<file path="config.mk">
export PLATFORM = sky130hd
export DESIGN_NAME = speaker_receiver
export DESIGN_NICKNAME = d
export VERILOG_FILES = /design/src/rtl/speaker_receiver.sv
export SDC_FILE = /design/constraint.sdc
export NUM_CORES = 1
export LEC_CHECK = 0
export ABC_CLOCK_PERIOD_IN_PS = 3200
export BUFFER_PORTS_ARGS = -buffer_cell sky130_fd_sc_hd__clkbuf_2
export CORE_ASPECT_RATIO = 1.2
export CORE_UTILIZATION = 40
export CTS_CLUSTER_DIAMETER = 80
export DETAILED_ROUTE_END_ITERATION = 10
export PLACE_DENSITY = 0.64
export SLEW_MARGIN = 20
export SYNTH_ARGS = -nofsm -noshare
export SYNTH_HDL_FRONTEND = slang
export SYNTH_SLANG_ARGS = --single-unit
</file>
<file path="constraint.sdc">
create_clock -name clk -period 3.2 [get_ports clk]
set_clock_uncertainty 0.2 [all_clocks]
set_input_delay 0.32 -clock clk [delete_from_list [all_inputs] [get_ports clk]]
set_output_delay 0.32 -clock clk [all_outputs]
set_load 0.005 [all_outputs]
</file>
<file path="src/rtl/speaker_receiver.sv">
// rtl/speaker_receiver.sv - I2S capture path for the Pmod I2S2 line-in ADC
//
// Generates mclk (clk/4), sck (clk/16) and lrck (clk/1024) from a free-running
// 10-bit counter. It deserialises audio_sdout into one left/right pair per frame.
// The pair is presented with a 1-clk sample_valid strobe.
//
// Ports:
//   clk, rst_n                   crystal clock, asynchronous active-low reset
//   en                           capture enable (clocks always run)
//   audio_sdout                  serial data from the ADC
//   audio_mclk/lrck/sck          ADC clocks, all registered
//   audio_left/audio_right       last complete stereo pair, two's complement
//   sample_valid                 1-clk pulse when audio_left/right update
module speaker_receiver #(
    parameter int DATA_WIDTH  = 16,
    parameter int SYNC_STAGES = 2
) (
    input  logic                  clk,
    input  logic                  rst_n,
    input  logic                  en,
    input  logic                  audio_sdout,
    output logic                  audio_mclk,
    output logic                  audio_lrck,
    output logic                  audio_sck,
    output logic [DATA_WIDTH-1:0] audio_left,
    output logic [DATA_WIDTH-1:0] audio_right,
    output logic                  sample_valid
);

    localparam logic [4:0] LAST_SLOT = 5'(DATA_WIDTH);

    logic [9:0]             cnt_q, cnt_d;
    logic                   mclk_q, mclk_d;
    logic                   sck_q, sck_d;
    logic                   lrck_q, lrck_d;
    logic [SYNC_STAGES-1:0] sync_q, sync_d;
    logic                   armed_q, armed_d;
    logic [DATA_WIDTH-1:0]  shift_q, shift_d;
    logic [DATA_WIDTH-1:0]  shadow_q, shadow_d;
    logic [DATA_WIDTH-1:0]  left_q, left_d;
    logic [DATA_WIDTH-1:0]  right_q, right_d;
    logic                   valid_q, valid_d;

    logic                   sample_bit;
    logic [4:0]             slot;
    logic                   sample_pt;
    logic                   data_slot;
    logic [DATA_WIDTH-1:0]  shifted;

    assign sample_bit = sync_q[SYNC_STAGES-1];
    assign slot       = cnt_q[8:4];
    // Three clk after the sck rising edge: well clear of the ADC's falling-edge drive.
    assign sample_pt  = (cnt_q[3:0] == 4'd11);
    // Slot 0 is the I2S one-bit delay; slots past the word are padding.
    assign data_slot  = (slot != 5'd0) && (slot <= LAST_SLOT);

    always_comb begin
        cnt_d  = cnt_q + 10'd1;
        // Clocks are registered copies of the next counter value, so they
        // stay exactly aligned with cnt_q and glitch-free.
        mclk_d = cnt_d[1];
        sck_d  = cnt_d[3];
        lrck_d = cnt_d[9];

        sync_d = {sync_q[SYNC_STAGES-2:0], audio_sdout};

        // A frame only counts if en was high at its very first clk and never dropped.
        armed_d = armed_q;
        if (!en) begin
            armed_d = 1'b0;
        end else if (cnt_q == 10'd0) begin
            armed_d = 1'b1;
        end

        // Shifting out the old MSB keeps this legal for DATA_WIDTH == 1.
        shifted  = (shift_q << 1) | DATA_WIDTH'(sample_bit);

        shift_d  = shift_q;
        shadow_d = shadow_q;
        left_d   = left_q;
        right_d  = right_q;
        valid_d  = 1'b0;

        if (sample_pt && data_slot) begin
            shift_d = shifted;
            if (slot == LAST_SLOT) begin
                if (!cnt_q[9]) begin
                    shadow_d = shifted;
                end else if (armed_q && en) begin
                    left_d  = shadow_q;
                    right_d = shifted;
                    valid_d = 1'b1;
                end
            end
        end
    end

    always_ff @(posedge clk or negedge rst_n) begin
        if (!rst_n) begin
            cnt_q    <= '0;
            mclk_q   <= 1'b0;
            sck_q    <= 1'b0;
            lrck_q   <= 1'b0;
            sync_q   <= '0;
            armed_q  <= 1'b0;
            shift_q  <= '0;
            shadow_q <= '0;
            left_q   <= '0;
            right_q  <= '0;
            valid_q  <= 1'b0;
        end else begin
            cnt_q    <= cnt_d;
            mclk_q   <= mclk_d;
            sck_q    <= sck_d;
            lrck_q   <= lrck_d;
            sync_q   <= sync_d;
            armed_q  <= armed_d;
            shift_q  <= shift_d;
            shadow_q <= shadow_d;
            left_q   <= left_d;
            right_q  <= right_d;
            valid_q  <= valid_d;
        end
    end

    assign audio_mclk   = mclk_q;
    assign audio_sck    = sck_q;
    assign audio_lrck   = lrck_q;
    assign audio_left   = left_q;
    assign audio_right  = right_q;
    assign sample_valid = valid_q;

endmodule

</file>
==> flow_summary.json <==
{
  "fillers": 660,
  "vias_per_cell": 4.83,
  "crit_path_end_kind": "flop",
  "synth-seq-cells": 77,
  "htree_levels": 3,
  "dpl-instance-area_sq_um": 3400,
  "grt_pass1_vias": 1589,
  "ant_nets": 0,
  "cts_tree": "done",
  "min_period_ps": 2700,
  "clk_pin_slew_ps": 80,
  "fin_nets": 234,
  "track_usage": 0.139,
  "ios": 40,
  "vdd_drop_max_v": 0.000315,
  "cts_resized": 0,
  "start_util": 0.422,
  "cts-root-buf": "clkbuf_8",
  "overflow": 0,
  "design.core.area_sq_um": 7400,
  "dieHeight_um": 98.8,
  "hold_viol": 0,
  "dp_hpwl_mm": 3.07,
  "status": "finished clean",
  "seq_area_frac_synth": 0.616,
  "drv_slew": 0,
  "cp_cell_sequence": "nor4_4 > ha_1 > and4bb_2 > nand4_4 > mux2_4",
  "clk_path_buf_depth": 2,
  "grt_pass1_wl_mm": 8.27,
  "cp-start-kind": "flop",
  "synth_top_cell_area_share": 0.616,
  "rsz0062_at_grt": "no",
  "rows": 34,
  "finalSetupViolCount": 0,
  "netlist_area_sq_um": 3130,
  "cp.arrival_ps": 2730,
  "drive_gt1_frac": 0.539,
  "drc_errors": 0,
  "antenna_found_initial": 0,
  "yosysWarnings": 0,
  "fin_setup_tns_ps": 0,
  "syn_inst": 178,
  "drtPass1Iterations": 4,
  "p_leak_nw": 2.00,
  "yosys.cell_types.count": 21,
  "die-width_um": 82.7,
  "io_buffers": 39,
  "worst_skew_pair.late_latency_ps": 340,
  "maxCapViolCount": 0,
  "syn2layout_area_growth_pct": 17.4,
  "post-cts-setup-buffer-count": 0,
  "fin_area_sq_um": 3670,
  "slowest_delay_ps": 460,
  "timing.fmax_mhz": 371,
  "num_vias": 1554,
  "cts_buffers": 9,
  "slew_headroom": 0.372,
  "cp.required_ps": 3230,
  "clock_sinks": 77,
  "yosysTopAreaCell": "dfrtp_1",
  "cp_slowest_cell": "nor4_4",
  "syn_area_per_cell_sq_um": 17.6,
  "postSynthNetCount": 185,
  "drt_wl_total_mm": 4.83,
  "drtIter0Drc": 69,
  "grt_start_max_net_pins": 78,
  "synth_area_leaders": "dfrtp_1, mux2_4, mux2_2, xnor2_1, buf_6",
  "min_path_type": "in -> reg",
  "wl_per_cell_um": 15.0,
  "cp_max_fo": 16,
  "worst_slew_pin_slew_ps": 942,
  "powerDensity_nw_per_um2": 515,
  "dieArea_sq_um": 8170,
  "final.period_utilization": 0.842,
  "n_antenna_cell": 0,
  "r2r_setup_slack_ps": 500,
  "gp_congestion": 0.732,
  "critical_path_class": "reg -> reg",
  "cpLargestDelayFamily": "simple AND/OR/NAND/NOR gates",
  "critPathBufInv": 0
}
[cell type report]
type,count,area [sq um],area share
tap,90,113,0.0307
sequential,77,1930,0.525
inverter,3,11.3,0.00307
clock buffer,9,124,0.0338
multi-input combinational,92,1130,0.308
timing repair buffer,44,240,0.0655
clock inverter,7,124,0.0338
[state kept, by name, indices dropped and copies added, names as in the netlist]
signal / count
audio_left: 16
audio_right: 16
shadow_q: 16
shift_q: 15
cnt_q: 10
sync_q: 2
armed_q: 1
sample_valid: 1
[what timing repair did]
action,4_1_cts,5_1_grt
endpoints found under the setup margin,0,0
hold buffers,2,0
hold endpoints to repair,78,0
[worst paths after layout]
| check | start | to | cells past startpoint |
|---|---|---|---|
| max in group asynchronous | rst_n | audio_right[7]$_DFFE_PN0P_ | 2 |
| setup reg to reg | cnt_q[4]$_DFF_PN0_ | shadow_q[5]$_DFFE_PN0P_ | 5 |
| hold reg to reg | sync_q[0]$_DFF_PN0_ | sync_q[1]$_DFF_PN0_ | 0 |
| min in group asynchronous | rst_n | cnt_q[5]$_DFF_PN0_ | 2 |
| hold / removal | en | armed_q$_DFFE_PN0P_ | 2 |
| setup / recovery | cnt_q[4]$_DFF_PN0_ | shadow_q[5]$_DFFE_PN0P_ | 5 |
[cell usage after synthesis]
| library cell | count |
|---|---|
| a31oi_1 | 1 |
| and3_1 | 4 |
| and4_1 | 1 |
| and4bb_2 | 1 |
| buf_2 | 1 |
| buf_4 | 1 |
| buf_6 | 4 |
| dfrtp_1 | 77 |
| ha_1 | 3 |
| inv_1 | 3 |
| mux2_2 | 23 |
| mux2_4 | 40 |
| nand2_1 | 1 |
| nand3_1 | 3 |
| nand4_1 | 2 |
| nand4_4 | 2 |
| nor2b_1 | 1 |
| nor4_4 | 1 |
| nor4b_1 | 1 |
| xnor2_1 | 6 |
| xor2_1 | 2 |
[metrics by stage]
| stage | util | std cells | total power [mW] | hold slack (ps) | worst slack (ps) |
|---|---|---|---|---|---|
| finish | 0.496 | 322 | 1.89 | 17.1 | 505 |
| global route | 0.496 | 322 | 1.95 | 24.6 | 396 |
| CTS | 0.496 | 322 | 1.91 | 6.10 | 473 |
| detailed placement | 0.459 | 304 | 1.02 | 137 | 479 |
| global placement | 0.459 | 304 | 1.02 | 135 | 548 |
| floorplan | - | 178 | 0.997 | -176 | 641 |
[cells in the final DEF (no fill, tap or decap), drive strengths merged]
master and instances:
dfrtp 77, mux2 63, clkbuf 47, xnor2 6, and3 4, buf 4
nand4 4, inv 3, nand3 3, ha 3, clkinv 3, bufinv 3
xor2 2, dlygate4sd3 2, nor4 1, and4 1, nand2 1, and4bb 1
nor4b 1, a31oi 1, nor2b 1, clkinvlp 1
[cells by family (layout without fill, tap and decap cells)]
kind of cell	count (synthesis)	in the layout	share of synthesized area
multiplexers	63	63	0.275
buffers and inverters	9	63	0.0220
adder cells (fa/ha/maj)	3	3	0.0120
AO/OA/AOI/OAI	1	1	0.00200
flip-flops	77	77	0.616
AND/OR/NAND/NOR	17	17	0.0500
XOR/XNOR	8	8	0.0224
[report_power, final]
| group | leakage [nW] | switching (mW) | total [mW] | internal [mW] |
|---|---|---|---|---|
| clock | 0.120 | 0.368 | 0.890 | 0.522 |
| combinational | 0.828 | 0.0186 | 0.0231 | 0.00442 |
| sequential | 1.05 | 0.00209 | 0.977 | 0.975 |
| total | 2.00 | 0.389 | 1.89 | 1.50 |
[per-layer routing]
layer / GRT usage / up-vias / part of all wire
met5: 0 / - / 0
met4: 0.0836 / 0 / 0.018
met3: 0.0269 / 8 / 0.040
met2: 0.187 / 29 / 0.45
met1: 0.203 / 787 / 0.49
li1: - / 730 / -
(Power assumes the default switching activity.)
